`src/rtl/float_to_screen_map_pipe.sv`:
```
// float_to_screen_map_pipe
//   Converts a pair of normalised IEEE-754 single-precision coordinates
//   (nominally [-1.0, 1.0]) into integer screen pixels:
//     pix = clamp(floor((f + 1.0) * DIM / 2), 0, DIM-1)
//   with an optional vertical flip and per-lane out-of-range flags.
//   Four register stages with a global stall; latency 4, throughput 1/cycle.
//
// Ports
//   clk_in, rst_n_in        clock, asynchronous active-low reset
//   in_valid / in_ready     input handshake (in_ready is combinational)
//   in_x, in_y              IEEE-754 single coordinates
//   out_valid / out_ready   output handshake
//   pix_x [XW], pix_y [YW]  pixel coordinates (pix_y after optional flip)
//   oor_x, oor_y            lane was out of [-1,1], NaN or Inf

// Per-lane datapath. Every register advances on adv_i and holds otherwise.
//   S1 decode -> Q3.FRAC signed, S2 +1.0, S3 *DIM, S4 floor/clamp/flip.
module float_to_screen_map_lane #(
    parameter int DIM  = 320,
    parameter int FRAC = 16,
    parameter int FLIP = 0,
    parameter int W    = $clog2(DIM)
) (
    input  logic         clk_i,
    input  logic         rst_n_i,
    input  logic         adv_i,
    input  logic [31:0]  f_i,
    output logic [W-1:0] pix_o,
    output logic         oor_o
);
    localparam int QW = FRAC + 3;            // signed Q3.FRAC (|q| < 4.0)
    localparam int TW = FRAC + 4;            // signed Q4.FRAC (t in (-3, 5))
    localparam int DW = $clog2(DIM) + 2;     // DIM as a signed operand
    localparam int PW = TW + DW;

    localparam logic        [FRAC+1:0] MAG_MAX = '1;  // 4.0 - lsb
    localparam logic signed [TW-1:0]   ONE     = TW'(1) << FRAC;
    localparam logic signed [TW-1:0]   TWO     = TW'(2) << FRAC;
    localparam logic signed [PW-1:0]   DIM_S   = PW'(DIM);
    localparam logic signed [PW-1:0]   PMAX    = PW'(DIM - 1);
    localparam logic        [W-1:0]    PIX_MAX = W'(DIM - 1);
    localparam logic signed [9:0]      EMIN    = 10'(-FRAC);
    localparam logic signed [9:0]      SH0     = 10'(24 - FRAC);

    // ---------------- S1: decode ----------------
    logic [7:0]             exp_w;
    logic signed [9:0]      e_w, sh_w;
    logic [FRAC+1:0]        mag_w;
    logic signed [QW-1:0]   mag_s_w, q_d, q_q;
    logic                   neg_w, spec_d, spec_q;

    assign exp_w = f_i[30:23];
    assign e_w   = $signed({2'b00, exp_w}) - 10'sd127;
    // {1.mant, 0} carries 1.mant * 2^24; shifting right by 24-FRAC-e
    // lands it in Q.FRAC units, truncating the low bits.
    assign sh_w  = SH0 - e_w;

    always_comb begin
        mag_w  = '0;
        spec_d = 1'b0;
        neg_w  = f_i[31];
        if (exp_w == 8'd0) begin
            mag_w = '0;
        end else if (exp_w == 8'hFF) begin
            // NaN is steered negative so it floors to pixel 0 like -Inf.
            spec_d = 1'b1;
            mag_w  = MAG_MAX;
            neg_w  = f_i[31] | (|f_i[22:0]);
        end else if (e_w >= 10'sd2) begin
            mag_w = MAG_MAX;
        end else if (e_w < EMIN) begin
            mag_w = '0;
        end else begin
            mag_w = (FRAC+2)'({1'b1, f_i[22:0], 1'b0} >> sh_w);
        end
    end

    assign mag_s_w = $signed({1'b0, mag_w});
    assign q_d     = neg_w ? -mag_s_w : mag_s_w;

    // ---------------- S2: t = q + 1.0 ----------------
    logic signed [TW-1:0] t_d, t_q;
    logic                 oor2_d, oor2_q;

    assign t_d    = $signed({q_q[QW-1], q_q}) + ONE;
    assign oor2_d = spec_q | t_d[TW-1] | (t_d > TWO);

    // ---------------- S3: prod = t * DIM ----------------
    logic signed [PW-1:0] prod_d, prod_q;
    logic                 oor3_q;

    assign prod_d = $signed({{DW{t_q[TW-1]}}, t_q}) * DIM_S;

    // ---------------- S4: floor, clamp, flip ----------------
    logic signed [PW-1:0] p_w;
    logic [W-1:0]         clamp_w, pix_d, pix_q;
    logic                 oor4_q;

    assign p_w = prod_q >>> (FRAC + 1);

    always_comb begin
        clamp_w = p_w[W-1:0];
        if (p_w[PW-1])
            clamp_w = '0;
        else if (p_w > PMAX)
            clamp_w = PIX_MAX;
    end

    assign pix_d = (FLIP != 0) ? PIX_MAX - clamp_w : clamp_w;

    always_ff @(posedge clk_i or negedge rst_n_i) begin
        if (!rst_n_i) begin
            q_q    <= '0;
            spec_q <= 1'b0;
            t_q    <= '0;
            oor2_q <= 1'b0;
            prod_q <= '0;
            oor3_q <= 1'b0;
            pix_q  <= '0;
            oor4_q <= 1'b0;
        end else if (adv_i) begin
            q_q    <= q_d;
            spec_q <= spec_d;
            t_q    <= t_d;
            oor2_q <= oor2_d;
            prod_q <= prod_d;
            oor3_q <= oor2_q;
            pix_q  <= pix_d;
            oor4_q <= oor3_q;
        end
    end

    assign pix_o = pix_q;
    assign oor_o = oor4_q;
endmodule

module float_to_screen_map_pipe #(
    parameter int DIM_X  = 320,
    parameter int DIM_Y  = 180,
    parameter int FRAC   = 16,
    parameter int FLIP_Y = 1,
    parameter int XW     = $clog2(DIM_X),
    parameter int YW     = $clog2(DIM_Y)
) (
    input  logic          clk_in,
    input  logic          rst_n_in,
    input  logic          in_valid,
    output logic          in_ready,
    input  logic [31:0]   in_x,
    input  logic [31:0]   in_y,
    output logic          out_valid,
    input  logic          out_ready,
    output logic [XW-1:0] pix_x,
    output logic [YW-1:0] pix_y,
    output logic          oor_x,
    output logic          oor_y
);
    localparam int STAGES = 4;

    logic [STAGES-1:0] vld_d, vld_q;

    // Global stall: the whole pipe only moves when the output slot frees.
    assign in_ready  = !(out_valid && !out_ready);
    assign out_valid = vld_q[STAGES-1];
    assign vld_d     = {vld_q[STAGES-2:0], in_valid};

    always_ff @(posedge clk_in or negedge rst_n_in) begin
        if (!rst_n_in)
            vld_q <= '0;
        else if (in_ready)
            vld_q <= vld_d;
    end

    float_to_screen_map_lane #(
        .DIM(DIM_X), .FRAC(FRAC), .FLIP(0), .W(XW)
    ) u_lane_x (
        .clk_i(clk_in), .rst_n_i(rst_n_in), .adv_i(in_ready),
        .f_i(in_x), .pix_o(pix_x), .oor_o(oor_x)
    );

    float_to_screen_map_lane #(
        .DIM(DIM_Y), .FRAC(FRAC), .FLIP(FLIP_Y), .W(YW)
    ) u_lane_y (
        .clk_i(clk_in), .rst_n_i(rst_n_in), .adv_i(in_ready),
        .f_i(in_y), .pix_o(pix_y), .oor_o(oor_y)
    );
endmodule

```
`config.mk`:
```
export PLATFORM = sky130hd
export DESIGN_NAME = float_to_screen_map_pipe
export DESIGN_NICKNAME = d
export VERILOG_FILES = /design/src/rtl/float_to_screen_map_pipe.sv
export SDC_FILE = /design/constraint.sdc
export NUM_CORES = 1
export LEC_CHECK = 0
export BUFFER_PORTS_ARGS = -buffer_cell sky130_fd_sc_hd__clkbuf_2
export CORE_ASPECT_RATIO = 0.75
export CORE_MARGIN = 4
export CORE_UTILIZATION = 45
export DETAILED_ROUTE_END_ITERATION = 6
export PLACE_DENSITY = 0.66
export SYNTH_ARGS = -nofsm -noshare
export SYNTH_HDL_FRONTEND = slang
export SYNTH_SLANG_ARGS = --single-unit
```
`constraint.sdc`:
```
create_clock -name clk_in -period 6 [get_ports clk_in]
set_input_delay 0 -clock clk_in [delete_from_list [all_inputs] [get_ports clk_in]]
set_output_delay 0 -clock clk_in [all_outputs]
set_load 0.02 [all_outputs]
```
======== After elaboration in Yosys (flattened, before gate mapping) ========
Index checks and enable logic that the tools add are counted.
storage, ports and cells
  logic and storage cells ................. 75
  output and inout bits ................... 21
  register bits ........................... 158
operators by class
  multiply operators ...................... 2
  mux-type cells .......................... 22
  $lt $le $gt $ge ......................... 8
  reductions and logical operators ........ 7
  bitwise operators ....................... 6
  add/subtract/negate cells ............... 9
  equal/unequal tests ..................... 2
  shifts and indexed selects .............. 2
operators by type and width
  cell                                                             number
  2-to-1 mux 18 bit                                                8
  right shift 25 x 10 -> 18 bit                                    2
  OR reduction 23 bit                                              2
  adder 19 x 18 -> 20 bit, second input constant                   2
  greater-than comparator 20 x 19 -> 1 bit, second input constant  2
  2-to-1 mux 19 bit                                                2
  negator 18 -> 19 bit                                             2
  multiplier 20 x 7 -> 27 bit, second input constant               1
  multiplier 20 x 4 -> 24 bit, second input constant               1
  >= comparator 10 x 3 -> 1 bit, second input constant             2
  < comparator 10 x 5 -> 1 bit, second input constant              2
  subtractor 5 x 10 -> 10 bit, first input constant                2
  2-to-1 mux 9 bit                                                 2
  subtractor 8 x 7 -> 9 bit, second input constant                 2
  == test 8 bit, second input constant                             2
  logical NOT 8 bit                                                2
  2-to-1 mux 8 bit                                                 2
  greater-than comparator 13 x 10 -> 1 bit, second input constant  1
  greater-than comparator 12 x 9 -> 1 bit, second input constant   1
  2-to-1 mux 1 bit                                                 8
  subtractor 8 bit, first input constant                           1
  OR 1 bit                                                         6
  logical NOT 1 bit                                                2
  logical AND 1 bit                                                1

======== Depth between registers and ports, before layout ========
Gate-level depths: netlist of run 1.
  word-level depth ........................ 9
  mapped depth ............................ 17

======== Hierarchy ========
From an unflattened synthesis of run 1, not the netlist that was laid out.
unflattened totals
  cell total of the unflattened synthesis .. 1439
  area total of the unflattened synthesis .. 13364.1 µm²
modules (own cells, without submodules)
  module                               sequential area each (µm²)  cells an instance  area each (µm²)  instances
  float_to_screen_map_lane (u_lane_y)  1576.5                      823                7383.3           1
  float_to_screen_map_lane (u_lane_x)  1626.6                      607                5814.3           1
  float_to_screen_map_pipe             100.1                       9                  166.4            1

======== Least setup slack after synthesis of run 1 ========
Ideal clock, no wire load.
  kind .................................... reg2reg
  start ................................... register u_lane_y.t_q[11]
  end ..................................... register, netlist name u_lane_y.prod_q[28]
  data arrival time ....................... 4.352 ns
  cell stages (with the launch flop) ...... 18
  setup slack ............................. 1.549 ns
  period minus slack after synthesis ...... 4.451 ns
  required time ........................... 5.901 ns
  cells stage by stage .................... dfrtp_1 -> ha_1 -> ha_1 -> inv_1 -> fa_1 -> inv_1 -> fa_1 -> ha_1 -> and4_1 -> a21o_1 -> a2111oi_0 -> o211ai_1 -> a31oi_1 -> a21oi_1 -> a21o_1 -> a21oi_1 -> nor3_1 -> a311oi_1
between the ends
  longest elaborated chain between the ends .. 1
ends and longest elaborated chain
  item                         line  source
  from (decl)                  82    logic signed [TW-1:0] t_d, t_q;
  from (signal assigned)       124   t_q <= t_d;
  multiplier 20 x 7 -> 27 bit  92    assign prod_d = $signed({{DW{t_q[TW-1]}}, t_q}) * DIM_S;
No other way between the ends.
A chain may end at the register's enable or synchronous reset.

======== Final worst setup path of run 1 ========
  start ................................... register u_lane_y.t_q[11]
  end ..................................... register, netlist name u_lane_y.prod_q[28]
between the ends
  longest elaborated chain between the ends .. 1
ends and longest elaborated chain
  item                         line
  multiplier 20 x 7 -> 27 bit  92
No other way between the ends.

==> results of run 1 <==
## power by group through the flow
stage	logic, mW	clock network [mW]	registers [mW]
5_1_grt	7.84	1.17	1.85
4_1_cts	6.78	1.13	1.78
6_report	6.74	1.11	1.78
3_3_place_gp	6.50	0	1.78
2_1_floorplan	5.32	0	1.72
3_5_place_dp	6.70	0	1.79
## routing by layer
layer	global-route usage [%]	share of wire, %	vias to the layer above
li1	-	-	5510
met1	30.85	53	5388
met2	28.19	42	271
met3	2.473	4.3	15
met4	3.316	0.65	0
met5	0	0	-
## stage by stage
stage                     setup WS [ns]  util (%)  cell area (sq um)
after global routing             0.7655     50.85              14400
after CTS                         1.129     50.85              14400
after global placement            1.258     48.54              13740
after detailed placement          1.147     48.54              13740
after floorplan                   1.549         -              13070
final                             1.127     50.85              14400
## sequential cells by signal, summed over array words and instances, names as in the netlist, 8 cells and up
signal	cells
u_lane_y.q_q	19
u_lane_x.prod_q	13
u_lane_y.pix_o	8
u_lane_x.t_q	20
u_lane_x.q_q	19
u_lane_y.prod_q	12
u_lane_x.pix_o	9
u_lane_y.t_q	20
## cell usage after synthesis, types with 24 or more instances
cell,instances,area share (%)
nand2_1,207,5.9
dfrtp_1,132,25
nor2_1,130,3.7
inv_1,120,3.4
ha_1,106,10
a21oi_1,97,3.7
o21ai_0,63,2.4
clkbuf_1,57,1.6
mux4_2,47,8.1
mux2i_1,42,3.2
nand3_1,42,1.6
fa_1,35,5.4
xnor2_1,33,2.2
nor4_1,28,1.3
a31oi_1,27,1.3
nor3_1,24,0.92
## area by class of cell
type	count	area [sq um]	area share, %
Inverter	123	464.2	3.224
Clock inverter	12	178.9	1.243
Timing Repair Buffer	105	579.3	4.023
Tap cell	385	481.7	3.346
Sequential cell	132	3303	22.94
Multi-Input combinational cell	1163	8935	62.05
Clock buffer	20	456.7	3.172
## critical path: stages (launching register included)
cell       delay [ns]
dfrtp_1          0.46
ha_1             0.34
ha_1             0.28
inv_1            0.05
fa_1             0.53
inv_1            0.05
fa_1             0.45
ha_1             0.35
and4_1           0.25
a21o_1           0.19
a2111oi_0        0.38
o211ai_1         0.18
a31oi_1          0.26
a21oi_1          0.15
a21o_1           0.24
a21oi_1          0.27
nor3_1           0.09
a311oi_1         0.25
## worst max-delay path by stage
stage,endpoint,from,depth (start not counted)
after floorplan,u_lane_y.prod_q[28],u_lane_y.t_q[11],17
after global placement,u_lane_y.prod_q[28],u_lane_y.t_q[11],17
after detailed placement,u_lane_y.prod_q[28],u_lane_y.t_q[11],17
after CTS,u_lane_y.prod_q[28],u_lane_y.t_q[11],17
after global routing,u_lane_y.prod_q[28],u_lane_y.t_q[11],17
final,u_lane_y.prod_q[28],u_lane_y.t_q[11],17
## timing repair
action                     CTS  global route
hold endpoints to repair    73             0
hold buffers                 2             0
setup endpoints to repair    0             0
buffers inserted             0             0
## cell families (layout without fill, tap and decap cells)
group / Yosys count / in the layout
flops: 132 / 132
fa+ha+maj: 141 / 141
simple gates: 527 / 527
compound gates: 339 / 339
xor+xnor: 56 / 56
mux: 100 / 100
buf+inv: 210 / 260
==> impl_metrics.csv, run 1 <==
group,metric,value,unit
outcome,outcome,"complete, no violations",
power,comb_power_share,70.0,%
worst_setup_path,reg2reg_slack,1.13,ns
yosys,seq_area_frac_synth,25.28,%
yosys,synth_xor_area_share,3.754,%
yosys,synth_area_per_cell,8.682,sq um
power,leakage,6.570,nW
power,switching_power,4.493,mW
timing,tightest_slew,1.008,ns
clock_tree,cts.path.max_buffers,2,
die,die_w,204.8,microns
global_routing,antenna_found_initial,0,
die,initial_core_util,46.14,%
power,p_total,9.621,mW
final_layout,stdcell_count,1940,
clock_tree,cts_root_buf,"clkbuf_16",
worst_setup_path,path_class,"reg -> reg",
worst_setup_path,cp_data_arrival_time,5.19,ns
die,core,28320,sq um
yosys,syn_area,13070,sq um
placed_design,gp_congestion,0.8647,
routing,antenna_left,0,
worst_setup_path,crit_path_start_kind,"flip-flop",
die,ioPinCount,89,
timing,clock_skew,0.01179,ns
power,max-vdd-ir-drop,0.0006385,V
power,clockPowerShare,11.5,%
final_layout,nNetsFinal,1751,
worst_setup_path,reg2reg_to,"u_lane_y.prod_q[28]",
clock_tree,clk_latency,0.42,ns
clock_tree,cts_sinks,132,
timing,max_slew_margin,32.82,%
yosys,synthAdderAreaFrac,15.51,%
worst_setup_path,reg2reg_depth,17,
timing,setup_viol_count_final,0,
routing,routed_wl,30760,microns
timing,post-route-period-util,81.22,%
global_routing,grtUsageTotal,19.27,%
final_layout,fill_cells,2709,
worst_setup_path,timing.rr.start,"u_lane_y.t_q[11]",
die,rows,53,
clock_tree,cts_tree,"built",
placed_design,portBuffers,88,
final_layout,antenna_cells,0,
timing,rsz0062_at_grt,"no",
yosys,yosysWarnings,0,
routing,drc,0,
worst_setup_path,setup.worst_path.end_class,"flip-flop",
global_routing,overflow,0,
timing,hold_viol,0,
routing,drtIter0Drc,830,
timing,finalSetupTns,0,ns
min_path,hp-class,"in -> reg",
worst_setup_path,worstPathRequired,6.32,ns
placed_design,dpl.cell_count,1906,
yosys,synth_ff_type,"dfrtp_1",
yosys,synthArstFlopShare,100.0,%
timing,hold_ws,0.07232,ns
die,die_area,31850,sq um
yosys,synth_seq_cells,132,
final_layout,final_cell_mix,"nand2_1, dfrtp_1, nor2_1",
clock_tree,h-tree-depth,4,
yosys,syn-instance-count,1505,
yosys,synth_top_family_by_area,"simple AND/OR/NAND/NOR gates",
clock_tree,cts_buffers,17,
yosys,synth_fp_nets,1714,
final_layout,layout-drive-gt1-share,13.95,%
yosys,synth.mux.area_fraction,12.30,%
global_routing,first_global_vias,10290,
min_path,hold_path_end,"u_lane_x.spec_q",
timing,slew_violations,0,
job,max-cap-violations,0,
yosys,synth_simple_gate_area_share,19.10,%
yosys,synth.distinct_cells,91,
power,power.internal,5.128,mW
worst_setup_path,crit_fanout,5,
min_path,holdCritStartpoint,"in_x[28]",
die,dieHeight,155.6,microns
placed_design,dpl.hpwl,23140,microns
power,power_frac_seq,18.5,%
yosys,synth_edf_count,0,
timing,period_needed,4.873,ns
routing,via_per_inst,5.765,
global_routing,grt_pass1_wl,51930,microns
final_layout,final_common_cell,"nand2_1",
power,power_density,668.2,nW/um^2
timing,fmax,205.2,MHz
routing,wl_per_cell,15.85,microns
routing,drt_first_pass_iters,7,
clock_tree,cts.clk_slew.worst_paths,0.06,ns
global_routing,grt_max_degree,84,
clock_tree,cts_resized,0,
power,switching_share,46.70,%
yosys,synth-compound-area-share,17.66,%
final_layout,syn_to_final_growth,10.20,%
min_path,hold_depth,5,
routing,vias,11184,
No activity file was read; power rests on OpenSTA's default activity.
==> inputs of run 2 (changes only) <==
--- a/config.mk
+++ b/config.mk
@@ -10,7 +10,7 @@
 export CORE_MARGIN = 4
 export CORE_UTILIZATION = 45
 export DETAILED_ROUTE_END_ITERATION = 6
-export PLACE_DENSITY = 0.66
+export PLACE_DENSITY = 0.69
 export SYNTH_ARGS = -nofsm -noshare
 export SYNTH_HDL_FRONTEND = slang
 export SYNTH_SLANG_ARGS = --single-unit
==> constraint.sdc (replaced) <==
create_clock -name clk_in -period 4.1 [get_ports clk_in]
set_input_delay 0 -clock clk_in [delete_from_list [all_inputs] [get_ports clk_in]]
set_output_delay 0 -clock clk_in [all_outputs]
set_load 0.02 [all_outputs]
==> run 2 against run 1 <==
The flow now finishes with violations (negative setup slack). Critical path depth stayed put. Core utilization is 2.5 points higher. Worst hold slack better by 0.023 ns. Flip-flop and latch count stayed put. Clock skew is 0.00069 ns higher. Wire length is 3.0% higher. Critical path type unchanged. Worst setup slack worse by 1.5 ns. Largest cell class unchanged. Die area stayed put.
==> impl_metrics.csv, run 2 (same netlist as run 1, synthesis figures left out) <==
group,metric,value,unit
worst_setup_path,worstPathRequired,4.36,ns
die,initial_core_util,46.14,%
worst_setup_path,cp_data_arrival_time,4.69,ns
routing,routed_wl,31690,microns
timing,finalWorstSetupSlack,-0.3297,ns
global_routing,grtUsageTotal,19.53,%
timing,hold_viol,0,
timing,tightest_slew,0.9121,ns
job,max-cap-violations,0,
outcome,violations,"negative setup slack",
worst_setup_path,path_class,"reg -> reg",
global_routing,first_global_vias,10621,
clock_tree,cts.clk_slew.worst_paths,0.05,ns
final_layout,final_common_cell,"nand2_1",
global_routing,grt_max_degree,98,
worst_setup_path,reg2reg_slack,-0.33,ns
routing,drt_first_pass_iters,6,
clock_tree,cts_buffers,17,
timing,rsz0062_at_grt,"yes",
final_layout,final_core_util,53.39,%
die,die_area,31850,sq um
final_layout,layout-drive-gt1-share,19.38,%
timing,fmax,225.8,MHz
timing,post-route-period-util,108.0,%
global_routing,antenna_found_initial,0,
placed_design,dpl.hpwl,23650,microns
final_layout,nNetsFinal,1816,
clock_tree,cts_sinks,132,
clock_tree,cts_tree,"built",
final_layout,final_cell_mix,"nand2_1, nor2_1, dfrtp_1",
final_layout,stdcell_count,2005,
final_layout,top_regs,"u_lane_x.t_q (20), u_lane_y.t_q (20)",
routing,vias,11352,
die,core,28320,sq um
min_path,hold_depth,3,
final_layout,antenna_cells,0,
global_routing,grt_pass1_wl,53030,microns
die,rows,53,
clock_tree,h-tree-depth,4,
die,ioPinCount,89,
worst_setup_path,setup.worst_path.end_class,"flip-flop",
timing,clock_skew,0.01248,ns
global_routing,overflow,0,
worst_setup_path,crit_fanout,4,
timing,period_needed,4.430,ns
worst_setup_path,crit_path_start_kind,"flip-flop",
routing,via_per_inst,5.662,
die,dieHeight,155.6,microns
routing,drc,0,
placed_design,detailedPlace.worstSlack,-0.3778,ns
placed_design,portBuffers,88,
outcome,outcome,"finished, violations left",
clock_tree,clk_latency,0.41,ns
worst_setup_path,reg2reg_depth,17,
routing,drtIter0Drc,829,
placed_design,gp_congestion,0.8861,
clock_tree,cts_root_buf,"clkbuf_16",
routing,antenna_left,0,
placed_design,dpl.cell_count,1955,
min_path,hp-class,"in -> reg",
timing,setup_viol_count_final,8,
routing,wl_per_cell,15.81,microns
final_layout,syn_to_final_growth,15.70,%
clock_tree,cts.path.max_buffers,2,
timing,max_slew_margin,39.19,%
timing,slew_violations,0,
die,die_w,204.8,microns
==> run 2: changes by cell type in the layout (fill, tap and decap cells not counted), moves of 5 or more <==
| cell | change |
|---|---|
| inv_1 | -5 |
| ha_1 | -10 |
| buf_4 | +58 |
| inv_2 | +5 |
| ha_4 | +10 |
==> run 2: what timing repair did <==
item / CTS / global route
pin swaps: 20 / 27
hold buffers: 2 / 0
gates resized for setup: 6 / 26
endpoints found under the setup margin: 9 / 10
hold endpoints to repair: 97 / 0
setup buffers: 10 / 11
==> run 2: path summary, 6_finish.rpt <==
| kind | to | start |
|---|---|---|
| setup reg to reg | u_lane_y.prod_q[27] | u_lane_y.t_q[10] |
| setup / recovery | u_lane_y.prod_q[27] | u_lane_y.t_q[10] |
| min in group asynchronous | u_lane_x.pix_o[2] | rst_n_in |
| hold reg to reg | vld_q[3] | vld_q[2] |
| max in group asynchronous | u_lane_x.t_q[14] | rst_n_in |
| hold / removal | u_lane_y.spec_q | in_y[30] |
==> run 2: routing by layer <==
| metal | routed length [microns] | track usage (%) | vias to the layer above |
|---|---|---|---|
| met5 | 0 | 0 | - |
| met4 | 343 | 3.890 | 0 |
| met3 | 1417 | 2.743 | 25 |
| met2 | 13830 | 29.16 | 304 |
| met1 | 16100 | 30.41 | 5374 |
| li1 | - | - | 5649 |
==> run 2: final cells by class <==
type                    instances  area, sq um
fillers                      2624        13200
multi-input cells            1163         9166
flip-flops and latches        132         3306
repair buffers                170         1120
well taps                     385        481.7
clock buffers                  23        478.0
inverters                     123        464.2
clock inverters                 9        102.6
==> run 2: worst max-delay path: stages (launching register included) <==
cell,delay [ns]
dfrtp_1,0.44
ha_1,0.33
ha_1,0.29
inv_2,0.04
fa_1,0.47
inv_1,0.05
fa_2,0.54
ha_4,0.20
and4_4,0.18
a21o_1,0.19
a2111oi_4,0.27
o211ai_1,0.17
a31oi_2,0.30
a21oi_2,0.10
a21o_1,0.22
a31oi_1,0.21
xor2_1,0.20
o21ai_1,0.08
==> run 2: through the flow <==
stage / setup TNS [ns] / area (sq um) / hold WS (ns)
after global placement: -0.7586 / 14190 / 0.1557
after floorplan: -0.2600 / 13100 / -0.2956
after CTS: -0.6299 / 14890 / 0.04960
after global routing: -3.068 / 15120 / 0.09400
after detailed placement: -1.721 / 14190 / 0.1553
final: -1.437 / 15120 / 0.09543
Power of run 2 is not shown: default switching activity piles up to over one toggle a cycle in this logic, so the estimate is an artifact.
